[src/rtl/window_shifter_pkg.sv]
// rtl/window_shifter_pkg.sv - shared widths and FSM states for the 3x3 window front end
package window_shifter_pkg;

  localparam int PIX_W       = 8;
  localparam int FILTER_SIZE = 3;
  localparam int WIN_W       = PIX_W * FILTER_SIZE * FILTER_SIZE;

  // FILL: taking pixels; WAIT: window presented to engine; FDONE: end-of-frame pulse
  typedef enum logic [1:0] {
    FILL  = 2'd0,
    WAIT  = 2'd1,
    FDONE = 2'd2
  } state_t;

endpackage

[src/rtl/window_shifter_line_buffer.sv]
// rtl/window_shifter_line_buffer.sv - one image row of pixel storage, async read, sync write
import window_shifter_pkg::*;

module line_buffer #(
  parameter int DEPTH  = 128,
  parameter int ADDR_W = $clog2(DEPTH)
) (
  input  logic              clk,
  input  logic              we,
  input  logic [ADDR_W-1:0] addr,
  input  logic [PIX_W-1:0]  wdata,
  output logic [PIX_W-1:0]  rdata
);

  logic [PIX_W-1:0] mem [DEPTH];

  // Read returns the pre-write contents so the caller sees last row's pixel at this column
  assign rdata = mem[addr];

  // Contents are deliberately not reset; stale rows are masked by the window-valid rule
  always_ff @(posedge clk) begin
    if (we) begin
      mem[addr] <= wdata;
    end
  end

endmodule

[src/rtl/window_shifter.sv]
// rtl/window_shifter.sv - raster pixel stream to 3x3 window with engine handshake
import window_shifter_pkg::*;

module window_shifter #(
  parameter int IMAGE_WIDTH  = 128,
  parameter int IMAGE_HEIGHT = 128,
  parameter int FILTER_SIZE  = 3
) (
  input  logic              clk,
  input  logic              rst,
  input  logic              pix_valid,
  input  logic [PIX_W-1:0]  pix_data,
  output logic              pix_ready,
  input  logic              shift_buffer,
  output logic [WIN_W-1:0]  window_out,
  output logic              window_valid,
  output logic [15:0]       win_idx,
  output logic              frame_done
);

  localparam int FS = FILTER_SIZE;
  localparam int CW = $clog2(IMAGE_WIDTH);
  localparam int RW = $clog2(IMAGE_HEIGHT);
  localparam logic [CW-1:0] COL_LAST = CW'(IMAGE_WIDTH - 1);
  localparam logic [RW-1:0] ROW_LAST = RW'(IMAGE_HEIGHT - 1);
  localparam logic [CW-1:0] COL_MIN  = CW'(FS - 1);
  localparam logic [RW-1:0] ROW_MIN  = RW'(FS - 1);

  state_t           state, state_next;
  logic [CW-1:0]    col;
  logic [RW-1:0]    row;
  logic             last_q;
  logic             accept;
  logic             win_pos;
  logic             is_last;
  logic [PIX_W-1:0] lb0_rd, lb1_rd;
  logic [PIX_W-1:0] win [FS][FS];

  assign accept  = pix_valid && (state == FILL);
  assign win_pos = (row >= ROW_MIN) && (col >= COL_MIN);
  assign is_last = (row == ROW_LAST) && (col == COL_LAST);

  // lb1 holds the row two above the incoming pixel, lb0 the row directly above
  line_buffer #(.DEPTH(IMAGE_WIDTH), .ADDR_W(CW)) lb0 (
    .clk   (clk),
    .we    (accept),
    .addr  (col),
    .wdata (pix_data),
    .rdata (lb0_rd)
  );

  line_buffer #(.DEPTH(IMAGE_WIDTH), .ADDR_W(CW)) lb1 (
    .clk   (clk),
    .we    (accept),
    .addr  (col),
    .wdata (lb0_rd),
    .rdata (lb1_rd)
  );

  // State register
  always_ff @(posedge clk) begin
    if (!rst) begin
      state <= FILL;
    end else begin
      state <= state_next;
    end
  end

  // Next-state and handshake outputs; shift_buffer only matters while the window is presented
  always_comb begin
    state_next   = state;
    pix_ready    = 1'b0;
    window_valid = 1'b0;
    frame_done   = 1'b0;
    case (state)
      FILL: begin
        pix_ready = 1'b1;
        if (pix_valid && win_pos) begin
          state_next = WAIT;
        end
      end
      WAIT: begin
        window_valid = 1'b1;
        if (shift_buffer) begin
          state_next = last_q ? FDONE : FILL;
        end
      end
      FDONE: begin
        frame_done = 1'b1;
        state_next = FILL;
      end
      default: state_next = FILL;
    endcase
  end

  // Raster position, end-of-frame flag and window index
  always_ff @(posedge clk) begin
    if (!rst) begin
      col     <= '0;
      row     <= '0;
      last_q  <= 1'b0;
      win_idx <= '0;
    end else begin
      if (accept) begin
        last_q <= is_last;
        if (col == COL_LAST) begin
          col <= '0;
          row <= (row == ROW_LAST) ? '0 : row + 1'b1;
        end else begin
          col <= col + 1'b1;
        end
      end
      if ((state == WAIT) && shift_buffer) begin
        win_idx <= win_idx + 16'd1;
      end
      if (state == FDONE) begin
        col     <= '0;
        row     <= '0;
        win_idx <= '0;
      end
    end
  end

  // Window shifts left on every accept; new right column comes from both buffers and the input
  always_ff @(posedge clk) begin
    if (!rst) begin
      for (int r = 0; r < FS; r++) begin
        for (int c = 0; c < FS; c++) begin
          win[r][c] <= '0;
        end
      end
    end else if (accept) begin
      for (int r = 0; r < FS; r++) begin
        for (int c = 0; c < FS - 1; c++) begin
          win[r][c] <= win[r][c+1];
        end
      end
      win[0][FS-1]    <= lb1_rd;
      win[1][FS-1]    <= lb0_rd;
      win[FS-1][FS-1] <= pix_data;
    end
  end

  // Flatten: row-major, oldest row and oldest column in the low bytes
  always_comb begin
    window_out = '0;
    for (int r = 0; r < FS; r++) begin
      for (int c = 0; c < FS; c++) begin
        window_out[(r*FS+c)*PIX_W +: PIX_W] = win[r][c];
      end
    end
  end

endmodule

[config.mk]
export PLATFORM = sky130hd
export DESIGN_NAME = window_shifter
export DESIGN_NICKNAME = d
export VERILOG_FILES = /design/src/rtl/window_shifter_pkg.sv /design/src/rtl/window_shifter_line_buffer.sv /design/src/rtl/window_shifter.sv
export SDC_FILE = /design/constraint.sdc
export NUM_CORES = 2
export LEC_CHECK = 0
export CAP_MARGIN = 10
export CORE_MARGIN = 2
export CORE_UTILIZATION = 30
export DETAILED_ROUTE_END_ITERATION = 12
export SLEW_MARGIN = 0
export SYNTH_ARGS = -nofsm -noshare
export SYNTH_HDL_FRONTEND = slang
export SYNTH_SLANG_ARGS = --single-unit
export TNS_END_PERCENT = 5
[constraint.sdc]
create_clock -name clk -period 5.9 [get_ports clk]
set_input_delay 1.18 -clock clk [delete_from_list [all_inputs] [get_ports clk]]
set_output_delay 1.18 -clock clk [all_outputs]
set_load 0.005 [all_outputs]
==> key figures <==
Drt
  – First-pass DRT Iterations: 5
  – Post-route DRC: 0
  – Vias: approximately 42,000
  – Drt total wl: 216,000 microns
  – Antenna Nets Post-Route: 0
  – DR vias/cell: roughly 5
  – WL/cell: approximately 26 microns
  – DRT iter0 DRCs: 4,967

Logic synthesis
  – #FFs+latches synth: 2,160
  – Ys flop type: edfxtp_1
  – EDFF count, synth: 2,120
  – Syn nets: a little over 4,000
  – Synth top area share: approximately 77%
  – FFs w/ async S/R, synth: 0%
  – Netlist Area Pre-Place: just over 80,000 sq um
  – Synth area leader: edfxtp_1
  – Sequential-to-total area share from yosys stat: about 78%
  – Mapped Cells: about 4,100
  – Leading post-synthesis cells by cell area: edfxtp_1 (77%), mux4_2 (9.5%), mux2i_1 (4.1%)
  – Number of distinct library cells after synthesis: 46
  – Synthesis Warnings: 0
  – Syn_area_per_cell: 20.3 sq um

Global routing
  – Gr usage total: between 15 and 20%
  – First-pass GRT wire length: 306,000 microns
  – Pin count of the biggest net entering global routing: roughly 130
  – Initial antenna violation count: 13
  – Vias in the first global route: ~41,000
  – Overflow after GRT: 0

STA
  – Slew margin rel.: 19.0%
  – Unrepaired setup endpoints after global routing: false
  – Final setup fails: 0
  – Tcrit/Tclk final: around 76%
  – Max Freq: between 0.2 and 0.25 GHz
  – Setup TNS: 0 ns
  – Min Tclk post-route: between 4 and 5 ns
  – Hold Vio Cnt, Final: 0
  – Max-slew violation count: 0
  – Worst Skew: 0.127 ns
  – Worst Tran Pin Value: 1.22 ns

Min path
  – Cell depth of the worst hold path: 2
  – Hold_sp: last_q$_SDFFE_PN0P_
  – HP Class: flip-flop to flip-flop
  – Hold EP: last_q$_SDFFE_PN0P_

Floorplan
  – Core ar.: roughly 270,000 sq um
  – Die ar.: between 200,000 and 300,000 sq um
  – Die X: around 530 microns
  – Die height: between 500 and 600 microns
  – # rows: 192
  – Initial Util: a little under a third
  – Io pins: 103

Clock tree
  – Clock transition at path regs: 0.06 ns
  – Post-CTS Setup Inserts: 0
  – Post-CTS sizing: 0
  – Clk sinks: ~2,200
  – Max Buffers Root-to-Sink: 4
  – H-tree levels: 4
  – CTS tree: built
  – Total CTS buffers: between 200 and 250
  – CTS hold repair buffers: 0
  – Worst-Skew Late Latency: a little over 0.9 ns
  – Root Buffer: clkbuf_16

Worst setup path
  – CP Launch Type: flip-flop
  – Max incr delay on CP: roughly 0.85 ns
  – R2R Path End: lb1.mem[88][7]$_DFFE_PP_
  – Crit-path cells: nor3b_1 > and2_1 > a22oi_1 > nand4_1 > a21oi_1 > nand3_4 > buf_4
  – Worst R2R Path Depth: 7
  – WP data required: 6.37 ns
  – Register-to-register setup slack: about 1.4 ns
  – CP endpoint kind: flip-flop
  – Critical path peak fanout: 88
  – Critical path's slowest cell: nor3b_1
  – WS Path Type: flip-flop to flip-flop
  – CP Data Arrival Time: 4.98 ns

Placed design
  – Placed Area: ~90,000 sq um
  – DP HPWL: 135,000 microns
  – GPL Wtd Cong: between 0.9 and 1
  – Port Buffers: slightly above 100

Power
  – Power Dens Cells: about 340 nW/um^2
  – Power share of the sequential group: roughly 53%
  – P_int: roughly 26 mW
  – Power share of the clock group: between 40% and 50%
  – LEAKAGE: about 30 nW
  – Comb power frac: 6.1%
  – Peak supply drop: 0.279 mV
  – Switching Fraction: 21.8%
  – Switch Pwr: roughly 7.1 mW

Layout
  – Finished Core Util: around a third
  – Post-route cell area: just under 100,000 sq um
  – Syn-to-layout area delta: 16.6%
  – Commonest non-fill, non-tap cells in the layout: edfxtp_1 (2,120), mux4_2 (350), mux2i_1 (341), buf_4 (255), a22oi_1 (233)
  – Commonest non-fill, non-tap cell in the layout: edfxtp_1
  – # nets final: 4,431
  – Layout cells sized above 1: approximately 21%

Run status
  – Outcome: completed

Job
  – Max-cap violations: 0
==> sequential cells by signal, indices dropped and copies added (netlist names), named ones only <==
signal	flops
state	2
row	7
last_q	1
lb1.mem	1024
lb0.mem	1024
col	7
win	72
win_idx	16
==> layer usage <==
layer,part of all wire [%],global-route usage (%)
met1,42,20.5
met2,47,24.3
met4,4.1,5.87
met3,6.9,2.31
met5,0.0060,0
==> cells by family (layout without fill, tap and decap cells) <==
family,after synthesis,in the layout,synth area share [%]
other cells,0,3,0
flops,2160,2160,77.9
fa+ha+maj,5,5,0.0756
mux,692,692,13.7
simple gates,563,563,3.47
compound gates,373,373,3.22
xor+xnor,23,23,0.243
buf+inv,252,763,1.44
==> worst max path at each step <==
| stage | end | start | slack, ns | cells after the start |
|---|---|---|---|---|
| 6_report | lb1.mem[88][7]$_DFFE_PP_ | flip-flop | 1.39 | 7 |
| 5_1_grt | lb1.mem[88][7]$_DFFE_PP_ | flip-flop | 1.21 | 8 |
| 4_1_cts | lb1.mem[25][7]$_DFFE_PP_ | flip-flop | 1.44 | 8 |
| 3_5_place_dp | lb1.mem[79][7]$_DFFE_PP_ | flip-flop | 1.50 | 8 |
| 3_3_place_gp | lb1.mem[116][7]$_DFFE_PP_ | flip-flop | 1.55 | 8 |
| 2_1_floorplan | lb1.mem[0][0]$_DFFE_PP_ | flip-flop | 1.55 | 8 |
==> area by class of cell <==
| cell class | instances | area [sq um] |
|---|---|---|
| well taps | 3686 | 4610 |
| clock inverters | 123 | 1090 |
| inverters | 5 | 18.8 |
| clock buffers | 268 | 5800 |
| repair buffers | 367 | 3210 |
| fillers | 25300 | 178000 |
| flip-flops and latches | 2160 | 64500 |
| multi-input cells | 1656 | 17300 |
| diodes | 3 | 7.51 |
==> critical path: cells and delay by family (launching register included) <==
kind                   cells  cell delay, ns
and+or+nand+nor            4            2.13
buffers and inverters      1            0.73
DFF                        1            0.56
AOI/OAI and AO/OA          2            0.51
==> power groups by stage <==
stage / Clock, mW / Combinational (mW) / Sequential, mW
floorplan: 0 / 1.20 / 17.6
global placement: 0 / 2.00 / 17.6
detailed placement: 0 / 2.04 / 17.6
CTS: 13.7 / 2.04 / 17.3
global route: 14.3 / 2.14 / 17.3
finish: 13.4 / 2.01 / 17.3
==> synthesized netlist by cell type, types with 4 or more instances <==
master	n
inv_1	5
o21ai_0	20
ha_1	5
clkbuf_1	108
mux2i_1	341
mux4_2	350
buf_6	10
nor2_1	164
a22o_1	7
nand2b_1	4
buf_2	110
and3_1	97
edfxtp_1	2120
and2_1	19
and4_1	5
xnor2_1	8
dfxtp_1	40
a21oi_1	45
buf_1	10
nor3_1	21
nand3_1	105
xor2_1	15
nand4_1	42
a22oi_1	233
nor2b_1	18
a31oi_1	23
nor4_2	7
nand2_1	67
a32oi_1	32
buf_4	9
a221oi_1	7
==> stage by stage <==
step                setup WS (ns)  power, mW  hold slack (ns)  std cells
finish                       1.39       32.7            0.460       8268
global route                 1.21       33.7            0.494       8265
CTS                          1.44       33.0            0.464       8265
detailed placement           1.50       19.7            0.456       7874
global placement             1.55       19.6            0.447       7874
floorplan                    1.55       18.8            0.431       4068
Power figures use the tool's default switching activity.
